[config.mk]
export PLATFORM = sky130hd
export DESIGN_NAME = dmi_arbiter
export DESIGN_NICKNAME = d
export VERILOG_FILES = /design/src/rtl/dmi_arbiter.sv
export SDC_FILE = /design/constraint.sdc
export NUM_CORES = 1
export LEC_CHECK = 0
export ABC_AREA = 1
export CAP_MARGIN = 0
export CELL_PAD_IN_SITES_DETAIL_PLACEMENT = 1
export CELL_PAD_IN_SITES_GLOBAL_PLACEMENT = 1
export CORE_ASPECT_RATIO = 0.6
export CORE_MARGIN = 2
export CORE_UTILIZATION = 29
export DETAILED_ROUTE_END_ITERATION = 16
export PLACE_DENSITY = 0.95
export SETUP_SLACK_MARGIN = 0.1
export SLEW_MARGIN = 20
export SYNTH_ARGS = -nofsm -noshare
export SYNTH_HDL_FRONTEND = slang
export SYNTH_SLANG_ARGS = --single-unit
[constraint.sdc]
create_clock -name clk -period 3.5 [get_ports clk]
set_input_delay 0.525 -clock clk [delete_from_list [all_inputs] [get_ports clk]]
set_output_delay 0.525 -clock clk [all_outputs]
set_load 0.02 [all_outputs]
[src/rtl/dmi_arbiter.sv]
// ---------------------------------------------------------------------------
// dmi_arbiter
//   Two-requester round-robin arbiter in front of a single downstream DMI
//   port. At most one transaction is outstanding: it is accepted in IDLE,
//   presented downstream in ISSUE, its response is awaited in WAIT (with a
//   timeout that synthesizes a failure response), and it is returned to the
//   owning requester in DELIVER.
//
// Ports
//   clk, reset             : clock, synchronous active-high reset
//   rN_req_*   (N=0,1)     : upstream request channels (valid/ready + payload)
//   rN_resp_*  (N=0,1)     : upstream response channels (valid/ready + payload)
//   debug_req_*            : shared downstream request channel
//   debug_resp_*           : shared downstream response channel
//   busy                   : state is not IDLE
//   timeout_seen           : sticky, set by any timeout, cleared by reset only
// ---------------------------------------------------------------------------
module dmi_arbiter #(
  parameter int unsigned TIMEOUT = 255
) (
  input  logic        clk,
  input  logic        reset,

  input  logic        r0_req_valid,
  output logic        r0_req_ready,
  input  logic [6:0]  r0_req_bits_addr,
  input  logic [1:0]  r0_req_bits_op,
  input  logic [31:0] r0_req_bits_data,
  output logic        r0_resp_valid,
  input  logic        r0_resp_ready,
  output logic [1:0]  r0_resp_bits_resp,
  output logic [31:0] r0_resp_bits_data,

  input  logic        r1_req_valid,
  output logic        r1_req_ready,
  input  logic [6:0]  r1_req_bits_addr,
  input  logic [1:0]  r1_req_bits_op,
  input  logic [31:0] r1_req_bits_data,
  output logic        r1_resp_valid,
  input  logic        r1_resp_ready,
  output logic [1:0]  r1_resp_bits_resp,
  output logic [31:0] r1_resp_bits_data,

  output logic        debug_req_valid,
  input  logic        debug_req_ready,
  output logic [6:0]  debug_req_bits_addr,
  output logic [1:0]  debug_req_bits_op,
  output logic [31:0] debug_req_bits_data,

  input  logic        debug_resp_valid,
  output logic        debug_resp_ready,
  input  logic [1:0]  debug_resp_bits_resp,
  input  logic [31:0] debug_resp_bits_data,

  output logic        busy,
  output logic        timeout_seen
);

  typedef enum logic [1:0] {
    S_IDLE    = 2'd0,
    S_ISSUE   = 2'd1,
    S_WAIT    = 2'd2,
    S_DELIVER = 2'd3
  } state_t;

  localparam int CNT_W = 16;

  state_t             r_state;
  state_t             w_next;

  logic               r_last_grant;  // 1 -> requester 0 wins the next tie
  logic               r_owner;       // requester that owns the current txn
  logic [6:0]         r_addr;
  logic [1:0]         r_op;
  logic [31:0]        r_data;
  logic [1:0]         r_resp;
  logic [31:0]        r_rdata;
  logic [CNT_W-1:0]   r_cnt;
  logic               r_timeout_seen;

  logic               w_gnt0;
  logic               w_gnt1;
  logic               w_any_gnt;
  logic               w_cnt_hit;
  logic               w_owner_rdy;

  // Round robin: on a tie the requester that did not win last time wins.
  assign w_gnt0    = r0_req_valid && (!r1_req_valid || r_last_grant);
  assign w_gnt1    = r1_req_valid && (!r0_req_valid || !r_last_grant);
  assign w_any_gnt = w_gnt0 || w_gnt1;

  assign w_cnt_hit   = (r_cnt == CNT_W'(TIMEOUT));
  assign w_owner_rdy = r_owner ? r1_resp_ready : r0_resp_ready;

  // -------------------------------------------------------------------------
  // FSM: state register
  // -------------------------------------------------------------------------
  always_ff @(posedge clk) begin
    if (reset) r_state <= S_IDLE;
    else       r_state <= w_next;
  end

  // -------------------------------------------------------------------------
  // FSM: next state
  // -------------------------------------------------------------------------
  always_comb begin
    w_next = r_state;
    case (r_state)
      S_IDLE:    if (w_any_gnt)                      w_next = S_ISSUE;
      S_ISSUE:   if (debug_req_ready)                w_next = S_WAIT;
      // A real response and the timeout may coincide; either way DELIVER.
      S_WAIT:    if (debug_resp_valid || w_cnt_hit)  w_next = S_DELIVER;
      S_DELIVER: if (w_owner_rdy)                    w_next = S_IDLE;
      default:                                       w_next = S_IDLE;
    endcase
  end

  // -------------------------------------------------------------------------
  // FSM: outputs. Everything is forced low while reset is high so that the
  // reset cycle itself shows a quiet interface, not just the cycle after.
  // -------------------------------------------------------------------------
  always_comb begin
    r0_req_ready        = 1'b0;
    r1_req_ready        = 1'b0;
    r0_resp_valid       = 1'b0;
    r1_resp_valid       = 1'b0;
    r0_resp_bits_resp   = '0;
    r0_resp_bits_data   = '0;
    r1_resp_bits_resp   = '0;
    r1_resp_bits_data   = '0;
    debug_req_valid     = 1'b0;
    debug_req_bits_addr = '0;
    debug_req_bits_op   = '0;
    debug_req_bits_data = '0;
    debug_resp_ready    = 1'b0;
    busy                = 1'b0;
    timeout_seen        = 1'b0;
    if (!reset) begin
      busy                = (r_state != S_IDLE);
      timeout_seen        = r_timeout_seen;
      debug_req_bits_addr = r_addr;
      debug_req_bits_op   = r_op;
      debug_req_bits_data = r_data;
      // Response payload is only presented to the owner.
      if (!r_owner) begin
        r0_resp_bits_resp = r_resp;
        r0_resp_bits_data = r_rdata;
      end else begin
        r1_resp_bits_resp = r_resp;
        r1_resp_bits_data = r_rdata;
      end
      case (r_state)
        S_IDLE: begin
          r0_req_ready = w_gnt0;
          r1_req_ready = w_gnt1;
        end
        S_ISSUE:   debug_req_valid  = 1'b1;
        S_WAIT:    debug_resp_ready = 1'b1;
        S_DELIVER: begin
          r0_resp_valid = !r_owner;
          r1_resp_valid = r_owner;
        end
        default: ;
      endcase
    end
  end

  // -------------------------------------------------------------------------
  // Datapath: request latch, grant history, timeout counter, response latch
  // -------------------------------------------------------------------------
  always_ff @(posedge clk) begin
    if (reset) begin
      r_last_grant   <= 1'b1;
      r_owner        <= 1'b0;
      r_addr         <= '0;
      r_op           <= '0;
      r_data         <= '0;
      r_resp         <= '0;
      r_rdata        <= '0;
      r_cnt          <= '0;
      r_timeout_seen <= 1'b0;
    end else begin
      case (r_state)
        S_IDLE: begin
          if (w_any_gnt) begin
            r_owner      <= w_gnt1;
            r_last_grant <= w_gnt1;
            // op is forwarded untouched; the arbiter never interprets it.
            r_addr       <= w_gnt1 ? r1_req_bits_addr : r0_req_bits_addr;
            r_op         <= w_gnt1 ? r1_req_bits_op   : r0_req_bits_op;
            r_data       <= w_gnt1 ? r1_req_bits_data : r0_req_bits_data;
          end
        end
        S_ISSUE: begin
          if (debug_req_ready) r_cnt <= '0;
        end
        S_WAIT: begin
          if (debug_resp_valid) begin
            r_resp  <= debug_resp_bits_resp;
            r_rdata <= debug_resp_bits_data;
          end else if (w_cnt_hit) begin
            r_resp         <= 2'b10;
            r_rdata        <= 32'h0;
            r_timeout_seen <= 1'b1;
          end else begin
            r_cnt <= r_cnt + 1'b1;
          end
        end
        default: ;
      endcase
    end
  end

endmodule
==> results.cfg <==
[synth]
syn_area_per_cell_um2 = 6.40
ys_seq_elements = 96
synth_area_um2 = 5060
net_count_after_synthesis = 920
yosysSeqAreaShare = 0.380
synthMostInstantiatedCell = nand2_1
count_of_flip_flops_with_a_built_in_enable_after_synthesis = 0
synth_top_cells_by_area = dfxtp_1 (38%), nand2_1 (11%), nor2_1 (11%)
yosys_warnings = 0
ys_dominant_reg_cell = dfxtp_1
netlist_top_cells_count = nand2_1 (151), nor2_1 (148), nand3_1 (99)
synthArstFlopShare = 0
post_synth_inst_count = 791
yosysTopAreaCellShare = 0.380
synth_top_area_cell = dfxtp_1
ys_types = 30

[cts]
cts_tree = built
post_cts_buffers = 0
cts_num_sinks = 96
htree_num_levels = 3
clkLatencyLatePin_ns = 0.35
clockBufferDepth = 2
clk_pin_slew_worst_paths_ns = 0.08
cts_resized = 0
cts-root-buf = clkbuf_16
cts_buffers = 9
holdBufCountCts = 0

[layout]
flow.area_growth_from_synthesis_pct = 55.8
antenna_cells = 0
nets = 1127
layout-drive-gt1-share = 0.0449
design_area_um2 = 7880

[sta]
final_critical_path_setup_slack_ns = 0.656
finalCritPeriodShare = 0.813
worst_clock_skew_ns = 0.0144
rsz0062_at_grt = false
fmax_mhz = 352
fin_tns_setup_ns = 0
final-hold-violation-count = 0
maxSlewHeadroom = 0.598
whs_ns = 0.485
period_minus_slack_ns = 2.84
drv_slew = 0
final_setup_violation_count = 0
least_margin_pin_slew_ns = 0.602

[global_route]
grt_pass1_wl_um = 32600
grt_pass1_vias = 6375
grt_start_max_net_pins = 82
gr-usage-all-layers = 0.219
grt-ovfl-total = 0
antenna_found_initial = 1

[pwr]
leakage_nw = 3.11
irDropWorstVdd_mv = 0.282
cellPowerDensity_nw_per_um2 = 520

[placement]
placement.io_buffers = 240
place_ws_ns = 0.911
placedInstanceArea_um2 = 7610
detailed_place_hpwl_um = 14900
gp_congestion = 0.815

[worst_setup_path]
reg2reg_from = r_state[0]$_SDFFE_PP0P_
ff2ff_setup_slack_ns = 1.22
worst_setup_path_end_kind = output pin
rr_worst_depth = 9
worst-path-max-fanout = 8
reg2reg_to = r_cnt[9]$_SDFFE_PP0P_
worstPathRequired_ns = 2.97
crit_path_to = debug_resp_ready
timing.setup.critical_path_class = reg -> out
critical_path.startpoint = r_state[0]$_SDFFE_PP0P_
timing.critical_path.from_type = flop
cp.arrival_ns = 2.32

[routing]
drt-initial-drc-count = 331
routed_wire_per_std_cell_um = 16.2
postRouteAntennaNets = 0
avgViaCountPerCell = 4.84
totalWireLength_um = 20000
drt_first_pass_iters = 4
vias = 5985
drt_drc_violations_left = 0

[die]
rows = 37
die_width_um = 175
die_area_um2 = 18600
start_util = 0.295
floorplan.core_area_um2 = 17100
die-height_um = 106
top_level_ports = 241

[hold_path]
hold_path_class = reg -> reg
hp-start = r_timeout_seen$_SDFFE_PP0P_
worstHoldPathCells = 2

[outcome]
outcome = finished clean

[run]
max_cap_viol_count = 0
-- where the power goes --
group	switching (mW)	internal, mW	total (mW)
logic	1.05	0.645	1.70
registers	0.110	1.32	1.43
clock network	0.480	0.494	0.974
-- how the worst min path moves through the flow --
stage / to / slack, ns
after CTS: r_timeout_seen$_SDFFE_PP0P_ / 0.49
after floorplan: r_timeout_seen$_SDFFE_PP0P_ / 0.45
after global routing: r_timeout_seen$_SDFFE_PP0P_ / 0.53
final: r_timeout_seen$_SDFFE_PP0P_ / 0.48
after detailed placement: r_timeout_seen$_SDFFE_PP0P_ / 0.48
after global placement: r_timeout_seen$_SDFFE_PP0P_ / 0.47
-- layout by cell type, fill, tap and decap left out, types with 2 or more instances in the layout --
cell type and instances:
o21ai_1 2, clkbuf_16 9, inv_6 3, o21ai_0 81
inv_1 78, nand3_1 99, clkinv_2 3, ha_1 5
inv_2 2, clkdlybuf4s50_1 238, nor2_1 148, a31oi_1 41
dfxtp_1 96, a21oi_1 5, o211ai_1 2, nand2_1 150
buf_4 11, nor3_1 4, nand2_2 5, buf_12 2
buf_2 2, nand4_1 3, clkinv_1 2, nand3b_1 2
-- stage by stage --
stage	util	total power, mW	instances
final	0.460	4.10	1237
after global routing	0.460	4.39	1237
after global placement	0.444	3.08	1221
after CTS	0.460	4.15	1237
after floorplan	-	2.48	791
after detailed placement	0.444	3.16	1221
-- area by class of cell --
cell class / count / area, µm²
Clock inverter: 6 / 47.5
Tap cell: 234 / 293
Timing Repair Buffer: 253 / 2510
Inverter: 83 / 313
Clock buffer: 10 / 229
Sequential cell: 96 / 1920
Fill cell: 2195 / 9250
Multi-Input combinational cell: 555 / 2560
-- logic make-up after synthesis --
family                     synth area share
buffers and inverters                 0.114
AOI/OAI and AO/OA                     0.147
DFF                                   0.380
and+or+nand+nor                       0.347
adders and majority gates            0.0124
-- critical path, stage by stage (launching register included) --
cell and delay, ns:
dfxtp_1 0.33, inv_1 0.11, ha_1 0.39, inv_1 0.29, nor2_1 0.21, clkdlybuf4s50_1 0.63
-- state kept, by name, summed over array words and instances, names as in the netlist --
signal	cells
r_rdata	32
r_resp	2
r_owner	1
r_last_grant	1
r_data	32
r_state	2
r_addr	7
r_cnt	16
r_timeout_seen	1
r_op	2
-- layer usage --
| metal | vias up | GRT usage | part of all wire |
|---|---|---|---|
| li1 | 2963 | - | - |
| met3 | 20 | 0.0637 | 0.066 |
| met4 | 0 | 0.0458 | 0.013 |
| met1 | 2850 | 0.279 | 0.46 |
| met5 | - | 0 | 0 |
| met2 | 152 | 0.368 | 0.47 |
No activity file was read; power rests on OpenSTA's default activity.
